===== src/rtl/pipeline_pkg.sv =====
// pipeline_pkg: writeback-source codes and controller state encoding shared by the pipeline.
package pipeline_pkg;
  localparam logic [1:0] WSEL_ALU  = 2'b00;
  localparam logic [1:0] WSEL_MEM  = 2'b01;
  localparam logic [1:0] WSEL_LINK = 2'b10;
  typedef enum logic {RUN = 1'b0, MEM_WAIT = 1'b1} state_e;
endpackage


===== src/rtl/load_use_detect.sv =====
// load_use_detect: flags an ID instruction that reads a register still being loaded in EXE.
module load_use_detect
  import pipeline_pkg::*;
(
  input  logic       we_i,
  input  logic [1:0] wsel_i,
  input  logic [4:0] waddr_i,
  input  logic [4:0] rs_i,
  input  logic [4:0] rt_i,
  input  logic       rs_used_i,
  input  logic       rt_used_i,
  output logic       hazard_o
);
  assign hazard_o = we_i && wsel_i == WSEL_MEM && waddr_i != 5'd0 &&
                    ((rs_used_i && rs_i == waddr_i) || (rt_used_i && rt_i == waddr_i));
endmodule


===== src/rtl/pipeline_stall_ctrl.sv =====
// pipeline_stall_ctrl: per-stage enables, bubble/flush qualifiers and stall accounting for the
// five-stage core; freezes on data-memory waits, bubbles load-use hazards, squashes taken-branch fetch.
module pipeline_stall_ctrl
  import pipeline_pkg::*;
#(
  parameter int unsigned MEM_TIMEOUT = 255
) (
  input  logic        clk,
  input  logic        reset,
  input  logic [4:0]  id_rs_addr,
  input  logic [4:0]  id_rt_addr,
  input  logic        id_rs_used,
  input  logic        id_rt_used,
  input  logic        id_branch_taken,
  input  logic        exe_GPR_we,
  input  logic [4:0]  exe_GPR_waddr,
  input  logic [1:0]  exe_GPR_wdata_select,
  input  logic        mem_req,
  input  logic        mem_ready,
  output logic        pc_ena,
  output logic        if_id_ena,
  output logic        id_exe_ena,
  output logic        exe_mem_ena,
  output logic        mem_wb_ena,
  output logic        id_exe_bubble,
  output logic        if_id_flush,
  output logic [31:0] stall_cycles,
  output logic        mem_timeout
);
  localparam int unsigned CW = $clog2(MEM_TIMEOUT + 1);
  state_e        state_q, state_d;
  logic [CW-1:0] wait_q, wait_d;
  logic [31:0]   stall_q, stall_d;
  logic          timeout_q, timeout_d;
  logic          lu, freeze, waiting, adv;
  load_use_detect u_lu (
    .we_i      (exe_GPR_we),
    .wsel_i    (exe_GPR_wdata_select),
    .waddr_i   (exe_GPR_waddr),
    .rs_i      (id_rs_addr),
    .rt_i      (id_rt_addr),
    .rs_used_i (id_rs_used),
    .rt_used_i (id_rt_used),
    .hazard_o  (lu)
  );
  // In MEM_WAIT the outstanding access keeps us frozen even if mem_req drops.
  assign freeze  = (state_q == MEM_WAIT || mem_req) && !mem_ready;
  assign waiting = state_q == MEM_WAIT && !mem_ready;
  assign adv     = !reset && !freeze;
  always_ff @(posedge clk or posedge reset)
    if (reset) begin
      state_q   <= RUN;
      wait_q    <= '0;
      stall_q   <= '0;
      timeout_q <= 1'b0;
    end else begin
      state_q   <= state_d;
      wait_q    <= wait_d;
      stall_q   <= stall_d;
      timeout_q <= timeout_d;
    end
  always_comb state_d = freeze ? MEM_WAIT : RUN;
  always_comb begin
    pc_ena        = adv && !lu;
    if_id_ena     = adv && !lu;
    id_exe_ena    = adv;
    exe_mem_ena   = adv;
    mem_wb_ena    = adv;
    id_exe_bubble = adv && lu;
    if_id_flush   = adv && !lu && id_branch_taken;
  end
  always_comb begin
    wait_d    = waiting ? (wait_q == CW'(MEM_TIMEOUT) ? wait_q : wait_q + 1'b1) : '0;
    timeout_d = timeout_q || wait_d == CW'(MEM_TIMEOUT);
    stall_d   = (!pc_ena && stall_q != '1) ? stall_q + 32'd1 : stall_q;
  end
  assign stall_cycles = stall_q;
  assign mem_timeout  = timeout_q;
endmodule


===== config.mk =====
export PLATFORM = sky130hd
export DESIGN_NAME = pipeline_stall_ctrl
export DESIGN_NICKNAME = d
export VERILOG_FILES = /design/src/rtl/pipeline_pkg.sv /design/src/rtl/load_use_detect.sv /design/src/rtl/pipeline_stall_ctrl.sv
export SDC_FILE = /design/constraint.sdc
export NUM_CORES = 1
export LEC_CHECK = 0
export CAP_MARGIN = 20
export CORE_ASPECT_RATIO = 0.6
export CORE_MARGIN = 1.5
export CORE_UTILIZATION = 35
export DETAILED_ROUTE_END_ITERATION = 8
export PLACE_DENSITY = 0.68
export RECOVER_POWER = 100
export SETUP_SLACK_MARGIN = 0.05
export SLEW_MARGIN = 40
export SYNTH_ARGS = -nofsm -noshare
export SYNTH_HDL_FRONTEND = slang
export SYNTH_SLANG_ARGS = --single-unit

===== constraint.sdc =====
create_clock -name clk -period 2.5 [get_ports clk]
set_input_delay 0.25 -clock clk [delete_from_list [all_inputs] [get_ports clk]]
set_output_delay 0.25 -clock clk [all_outputs]
set_load 0.02 [all_outputs]

* Word-level counts from Yosys, hierarchy flattened *
Index checks and enable logic that the tools add are counted.

word-level totals
  word-level logic and storage cells = 36
  flip-flop bits (word level) = 42
  input port bits = 25
  output and inout port bits = 40

operators by class
  add/subtract/negate cells = 2
  eq/ne operators = 6
  reductions and logical operators = 21
  multiplexer cells = 3

operators by type and width
  kind                                                  count
  adder 32 x 1 -> 32 bit (second input constant)        1
  != test 32 bit (second input constant)                1
  equality test 8 bit (second input constant)           2
  2-to-1 mux 8 bit                                      2
  logical AND 1 bit                                     12
  equality test 5 bit                                   2
  adder 8 x 1 -> 8 bit (second input constant)          1
  zero test 1 bit                                       5
  nonzero test 5 bit                                    1
  logical OR 1 bit                                      3
  equality test 2 x 1 -> 1 bit (second input constant)  1
  2-to-1 mux 1 bit                                      1

* Longest topological paths before layout *
Gate-level depths: netlist (run 1).

  depth in word-level cells = 8
  gate-level depth with buffers = 8
  depth with buffers taken out = 7

* Modules after synthesis *
From an unflattened synthesis (run 1), not the netlist that was laid out.

second synthesis, totals
  cell total of the unflattened synthesis = 217
  area, all modules = 2277.2 µm²

by module, submodules not included
  module               sequential area each (µm²)  cells each  area each (µm²)  instances
  pipeline_stall_ctrl  1051.0                      198         2135.8           1
  load_use_detect      0.0                         19          141.4            1

* Least setup slack after synthesis (run 1) *
Ideal clock, no wire load.

  kind = reg2out
  start = register state_q
  end = output if_id_flush
  path buffers = 0
  required time = 2.250 ns
  slack = 0.189 ns
  arrival time = 2.061 ns
  stages on the path, launching flop included = 5
  path through = dfrtp_1 > o21ba_2 > nor2_1 > a21boi_0 > and2_1

on the way
  word-level cells in the longest chain between the ends = 6

ends and longest elaborated chain
  element                   line                       text
  start: declaration        pipeline_stall_ctrl.sv:31  state_e state_q, state_d;
  start signal: assignment  pipeline_stall_ctrl.sv:57  state_q <= state_d;
  logical OR 1 bit          pipeline_stall_ctrl.sv:47  assign freeze = (state_q == MEM_WAIT || mem_req) && !mem_ready;
  logical AND 1 bit         pipeline_stall_ctrl.sv:47
  named net freeze          pipeline_stall_ctrl.sv:35  logic lu, freeze, waiting, adv;
  zero test 1 bit           pipeline_stall_ctrl.sv:49  assign adv = !reset && !freeze;
  logical AND 1 bit         pipeline_stall_ctrl.sv:49
  named net exe_mem_ena     pipeline_stall_ctrl.sv:23  output logic exe_mem_ena,
  logical AND 1 bit         --
  named net if_id_ena       pipeline_stall_ctrl.sv:21  output logic if_id_ena,
  logical AND 1 bit         pipeline_stall_ctrl.sv:70  if_id_flush = adv && !lu && id_branch_taken;
  end: declaration          pipeline_stall_ctrl.sv:26  output logic if_id_flush,

The timed path passes the listed nets, and every way through them passes these cells.

* Worst setup path in the final report (run 1) *
  start = input exe_GPR_waddr[0]
  end = output if_id_flush

on the way
  word-level cells in the longest chain between the ends = 7
  elaborated cells on any way between the ends = 11
  classes of those cells = 2 x eq/ne; 9 x reduce/logical

ends and longest elaborated chain
  element                           line                       text
  start: declaration                pipeline_stall_ctrl.sv:16  input logic [4:0] exe_GPR_waddr,
  equality test 5 bit               load_use_detect.sv:15      ((rs_used_i && rs_i == waddr_i) || (rt_used_i && rt_i == waddr_i));
  logical AND 1 bit                 load_use_detect.sv:15
  logical OR 1 bit                  load_use_detect.sv:15
  logical AND 1 bit *               load_use_detect.sv:14      assign hazard_o = we_i && wsel_i == WSEL_MEM && waddr_i != 5'd0 &&
  zero test 1 bit *                 pipeline_stall_ctrl.sv:70
  logical AND 1 bit * (2 in a row)  pipeline_stall_ctrl.sv:70

Mark *: on every way between the ends. The rest lies on a longest branch, timed or not.

==> summary.md, run 1 <==
| Metric | Value |
|---|---|
| Outcome | `completed` |
| Global route hottest layer | `met1` |
| Power per cell area | `between 600 and 700 nW/µm²` |
| Hold Fails Final Rpt | `0` |
| GRT Util Overall | `0.165` |
| Die X | `roughly 110 µm` |
| CP bufs+invs | `2` |
| I/O pins | `65` |
| Slowest CP cell | `or4_1` |
| Ys async rst share | `1.00` |
| Top cells by area, synth | `dfrtp_1 46%, xor2_1 9.7%, xnor2_1 7.0%, nand2_1 3.6%, nand3_1 3.5%` |
| First DRT Iteration DRCs | `67` |
| Avg WL per Cell | `13.7 µm` |
| Unrepaired setup endpoints after global routing | `false` |
| Syn avg cell area | `~9.8 µm²` |
| Worst Max-Slew Pin Slew | `1.03 ns` |
| Max-cap violations | `0` |
| Post-synth EDFFs | `0` |
| Max Fclk | `around 0.42 GHz` |
| Setup violations, final | `0` |
| WHS | `0.476 ns` |
| Routed vias/inst | `5.00` |
| YS warnings | `0` |
| Post-Syn Instances | `230` |
| Hpwl dp | `4.14 mm` |
| Post-layout util | `0.510` |
| Max_slew headroom | `0.315` |
| Die area | `6980 µm²` |
| Post-Syn Area | `roughly 2300 µm²` |
| Hold Path Depth | `1` |
| Vias in the first global route | `between 1,500 and 2,000` |
| N_diodes | `0` |
| Setup CP Type | `primary input to primary output` |
| Setup tns final | `0 ns` |
| Hold wc startpoint | `mem_timeout$_DFF_PP0_` |
| Worst Setup SP | `exe_GPR_waddr[0]` |
| Clk slew on worst S/H paths | `0.08 ns` |
| Part of the Yosys area used for sequential elements | `0.464` |
| Total power | `2.05 mW` |
| GR Util met2 | `0.228` |
| Pre-CTS setup slack | `-0.426 ns` |
| Sink Count | `42` |
| First-pass GRT wire length | `8.80 mm` |
| Endpoint, Worst Hold | `mem_timeout$_DFF_PP0_` |
| Number of H-tree levels | `2` |
| Crit-path cells | `clkdlybuf4s50_1, or4_1, o2111a_1, a21boi_2, and2_1, clkdlybuf4s15_2` |
| DRC | `0` |
| First-pass iteration count of the detailed router | `4` |
| Grt ovf | `0` |
| Critical path startpoint category | `primary input` |
| Initial antenna violation count | `0` |
| Core area | `around 6200 µm²` |
| Initial core utilization | `0.366` |
| Peak VDD IR | `488 µV` |
| Clk buf depth | `2` |
| Buffers added on ports | `64` |
| Site Rows | `22` |
| #FFs+latches synth | `42` |
| Final non-filler cell total | `a little under 400` |
| R2r endpoint | `stall_cycles[31]$_DFFE_PP0P_` |
| Critical Path Sink Type | `primary output` |
| Share of cells above drive strength 1 | `0.0850` |
| Placed Area | `slightly above 3000 µm²` |
| Nets | `332` |
| CP arrival | `2.16 ns` |
| DRT Wirelength | `approximately 5.4 mm` |
| RePlAce Congestion | `0.779` |
| Most frequent cells after synthesis | `42 x dfrtp_1, 25 x xor2_1, 22 x nand2_1` |
| R2R Setup Slk | `between 0.2 and 0.3 ns` |
| Top cell type's share of synthesized area | `0.464` |
| Crit-path max FO | `3` |
| Via count | `1,951` |
| Dpl cells | `382` |
| Crit-path max cell delay | `approximately 0.60 ns` |
| Area Growth Syn to Fin | `39.4%` |
| Fin area | `3160 µm²` |
| Post-Syn Nets | `257` |
| Num CTS Buffers | `5` |
| Root Driver | `clkbuf_8` |
| GR met1 Demand/Resource | `0.245` |
| Setup ws final | `0.0931 ns` |
| Die H | `~65 µm` |
| CTS tree | `yes` |
| Hold Crit Class | `flop to flop` |
| Tmin final | `between 2 and 2.5 ns` |
| Count leader, synth | `dfrtp_1` |
| CP required | `2.25 ns` |
| Met3 Resource Use GR | `0.0476` |
| P_leak | `1.34 nW` |
| Reg2reg start | `stall_cycles[0]$_DFFE_PP0P_` |
| Final Slew Violations | `0` |
| Fillers | `589` |
| Post-synth top area cell | `dfrtp_1` |
| Clock Skews | `about 0.0046 ns` |
| Worst R2R Path Depth | `8` |
| Clock latency on the worst-skew pair | `0.29 ns` |
| CP top delay family | `simple AND/OR/NAND/NOR gates` |
| Post-CTS Hold Fix Bufs | `0` |
| Synth cell types | `42` |
| Final ANT Viol Nets | `0` |
| Synth Flop Type | `dfrtp_1` |
| Final period util | `0.963` |
| Largest net degree at the start of global routing | `43` |
## flip-flops by register name (all words and copies together), names as in the netlist
name,cells
wait_q,8
state_q,1
stall_cycles,32
mem_timeout,1
## placed cells by master, fill, tap and decap left out, types with 9 or more instances in the layout
master           count
dfrtp_1             42
dlygate4sd3_1       37
xor2_1              25
clkdlybuf4s50_1     23
nand2_1             22
xnor2_1             18
nor2_1              17
nand3_1             16
nor3_1              12
nor4_1              11
buf_4                9
## worst max path at each step
stage / endpoint / slack, ns / cells past startpoint
2_1_floorplan: if_id_flush / 0.19 / 4
3_3_place_gp: if_id_flush / -0.35 / 6
3_5_place_dp: if_id_flush / -0.43 / 6
4_1_cts: if_id_flush / 0.09 / 6
5_1_grt: if_id_flush / 0.03 / 6
6_report: if_id_flush / 0.09 / 6
## cells by family (layout without fill, tap and decap cells)
group | after synthesis | count (layout) | share of synthesized area
buffers and inverters | 16 | 92 | 0.0387
AND/OR/NAND/NOR | 105 | 105 | 0.247
flip-flops | 42 | 42 | 0.464
XOR/XNOR | 43 | 43 | 0.166
multiplexers | 1 | 1 | 0.00497
AO/OA/AOI/OAI | 21 | 21 | 0.0680
adder cells (fa/ha/maj) | 2 | 2 | 0.0110
## worst register-to-register path, stage by stage (launching register included)
cell and delay (ns):
dfrtp_1 0.43, ha_1 0.25, nand4_1 0.21, nor3_1 0.09, a32oi_1 0.28, nand2_1 0.18
buf_12 0.20, nor4_1 0.34, xor2_1 0.18
## routing by layer
layer / up-vias / part of all wire
li1: 970 / -
met1: 923 / 0.53
met2: 50 / 0.40
met3: 8 / 0.062
met4: 0 / 0.012
met5: - / 0
## cell type report
type	instances	area [µm²]	share of cell area
tap	84	105	0.0333
clock inverter	1	30.0	0.00951
multi-input combinational	172	1130	0.358
timing repair buffer	76	734	0.233
inverter	8	30.0	0.00951
sequential	42	1050	0.333
clock buffer	7	76.3	0.0242
## report_power, final
part / switching [mW] / internal [mW] / leakage (nW)
logic: 0.313 / 0.295 / 0.759
clock network: 0.232 / 0.299 / 0.0524
registers: 0.136 / 0.778 / 0.528
## what timing repair did
| item | 4_1_cts | 5_1_grt |
|---|---|---|
| setup buffers | 0 | 0 |
| cloned | 0 | 0 |
| setup endpoints to repair | 4 | 1 |
| resized for setup | 8 | 1 |
(Power assumes the default switching activity.)
==> run 2, diff against run 1 <==
Settings changed: CORE_ASPECT_RATIO 0.6 to 1.25.
==> run 2 against run 1 <==
  * Critical path depth did not move
  * Die area fell by 0.19%
  * Wire length fell by 0.50%
  * Combinational power fell by 0.8%
  * Via count rose by 2.0%
  * Power rose by 0.42%
  * Sequential power barely moved
  * Cell area fell by 0.16%
  * Non-clock buffer count rose by 2
  * Clock skew rose by 0.0043 ns
  * Global-route usage fell by 0.23 points
  * Final cell count rose by 0.51%
  * Critical path type unchanged
  * Highest routed layer unchanged
==> summary.md, run 2 (synthesis results as in run 1) <==
| Metric | Value |
|---|---|
| Most frequent cells in the layout | `42 x dfrtp_1, 37 x dlygate4sd3_1, 25 x xor2_1` |
| Tmin final | `2.33 ns` |
| CP arrival | `2.08 ns` |
| Final ANT Viol Nets | `0` |
| Clk slew on worst S/H paths | `0.08 ns` |
| Sink Count | `42` |
| Site Rows | `32` |
| N_diodes | `0` |
| CP required | `2.25 ns` |
| Via count | `1,990` |
| Grt ovf | `0` |
| Power per cell area | `654 nW/µm²` |
| Clock latency on the worst-skew pair | `0.29 ns` |
| Initial antenna violation count | `0` |
| Final Slew Violations | `0` |
| Avg WL per Cell | `approximately 14 µm` |
| Hpwl dp | `3.98 mm` |
| I/O pins | `65` |
| First-pass iteration count of the detailed router | `4` |
| Total power | `2.06 mW` |
| Buffers added on ports | `64` |
| Crit-path max FO | `2` |
| Critical path startpoint category | `primary input` |
| First DRT Iteration DRCs | `84` |
| Hold wc startpoint | `mem_timeout$_DFF_PP0_` |
| Die area | `6970 µm²` |
| Nets | `roughly 330` |
| Critical Path Sink Type | `primary output` |
| Post-layout util | `0.508` |
| Worst Setup SP | `exe_GPR_waddr[0]` |
| P_leak | `1.34 nW` |
| Fillers | `566` |
| Hold Crit Class | `flop to flop` |
| Setup tns final | `0 ns` |
| Share of cells above drive strength 1 | `0.0945` |
| First-pass GRT wire length | `8.91 mm` |
| Num CTS Buffers | `5` |
| Reg2reg start | `stall_cycles[0]$_DFFE_PP0P_` |
| Max Fclk | `0.429 GHz` |
| Number of H-tree levels | `2` |
| Initial core utilization | `0.365` |
| Largest net degree at the start of global routing | `43` |
| Unrepaired setup endpoints after global routing | `false` |
| Root Driver | `clkbuf_8` |
| Core area | `6210 µm²` |
| Largest register FFs | `32` |
| Post-CTS Hold Fix Bufs | `0` |
| Hold Fails Final Rpt | `0` |
| Setup violations, final | `0` |
| Routed vias/inst | `5.08` |
| RePlAce Congestion | `roughly 0.84` |
| Setup CP Type | `primary input to primary output` |
| Peak VDD IR | `673 µV` |
| DRT Wirelength | `5.33 mm` |
| Die X | `74.9 µm` |
| Max_slew headroom | `0.317` |
| Clk buf depth | `2` |
| GRT Util Overall | `0.162` |
| Vias in the first global route | `1,920` |
| Die H | `92.9 µm` |
| Max-cap violations | `0` |
| Area Growth Syn to Fin | `39.2%` |
| DRC | `0` |
| CTS tree | `yes` |
| Worst Max-Slew Pin Slew | `1.02 ns` |
| Final period util | `0.932` |
| Clock Skews | `a little under 0.009 ns` |
| Outcome | `completed` |
| Most common cell after layout, fill and taps aside | `dfrtp_1` |
run 2: changes by cell type in the layout (fill, tap and decap cells not counted), sizes merged:
cell / previous run / this run
clkbuf: 9 / 13
dlygate4sd2: 3 / 0
run 2: path summary, 6_finish.rpt:
kind                            slack, ns  cells past startpoint                           end
worst max-delay path                 0.17                      6                        pc_ena
max in group asynchronous            1.12                      3  stall_cycles[23]$_DFFE_PP0P_
worst min-delay path                 0.48                      1         mem_timeout$_DFF_PP0_
min in group asynchronous            0.74                      3             state_q$_DFF_PP0_
worst max register to register       0.26                      7  stall_cycles[22]$_DFFE_PP0P_
worst min register to register       0.48                      1         mem_timeout$_DFF_PP0_
run 2: per-layer routing:
| metal | vias to the layer above | GRT usage | wire (µm) |
|---|---|---|---|
| li1 | 966 | - | - |
| met5 | - | 0 | 0 |
| met3 | 4 | 0.0370 | 208 |
| met1 | 971 | 0.218 | 2360 |
| met2 | 49 | 0.260 | 2720 |
| met4 | 0 | 0.0439 | 42 |
run 2: final cells by class:
cell class	count	area, µm²	share of cell area
Clock inverter	1	30.0	0.00953
Clock buffer	6	82.6	0.0262
Multi-Input combinational cell	172	1130	0.357
Inverter	8	30.0	0.00953
Tap cell	85	106	0.0337
Sequential cell	42	1050	0.333
Timing Repair Buffer	78	726	0.230
run 2: worst max-delay path, cell delays in order:
cell and delay, ns:
clkdlybuf4s50_1 0.42, or4_1 0.54, o2111a_1 0.26, a21boi_1 0.17, buf_4 0.13, clkdlybuf4s15_1 0.29
run 2: timing repair:
action / in CTS / in global routing
cloned: 0 / 0
setup endpoints to repair: 3 / 7
pin swaps: 0 / 1
buffers inserted: 0 / 1
resized for setup: 3 / 8
run 2: power breakdown:
group          internal, mW  switching [mW]
registers             0.778           0.135
logic                 0.291           0.312
clock network         0.320           0.226
run 2: through the flow:
stage	worst slack (ns)	cells	hold WS (ns)	instance area [µm²]
global route	0.0539	392	0.494	3150
global placement	-0.184	384	0.463	3050
finish	0.171	392	0.476	3150
CTS	0.0593	391	0.447	3160
floorplan	0.189	230	0.398	2260
detailed placement	-0.200	384	0.471	3050
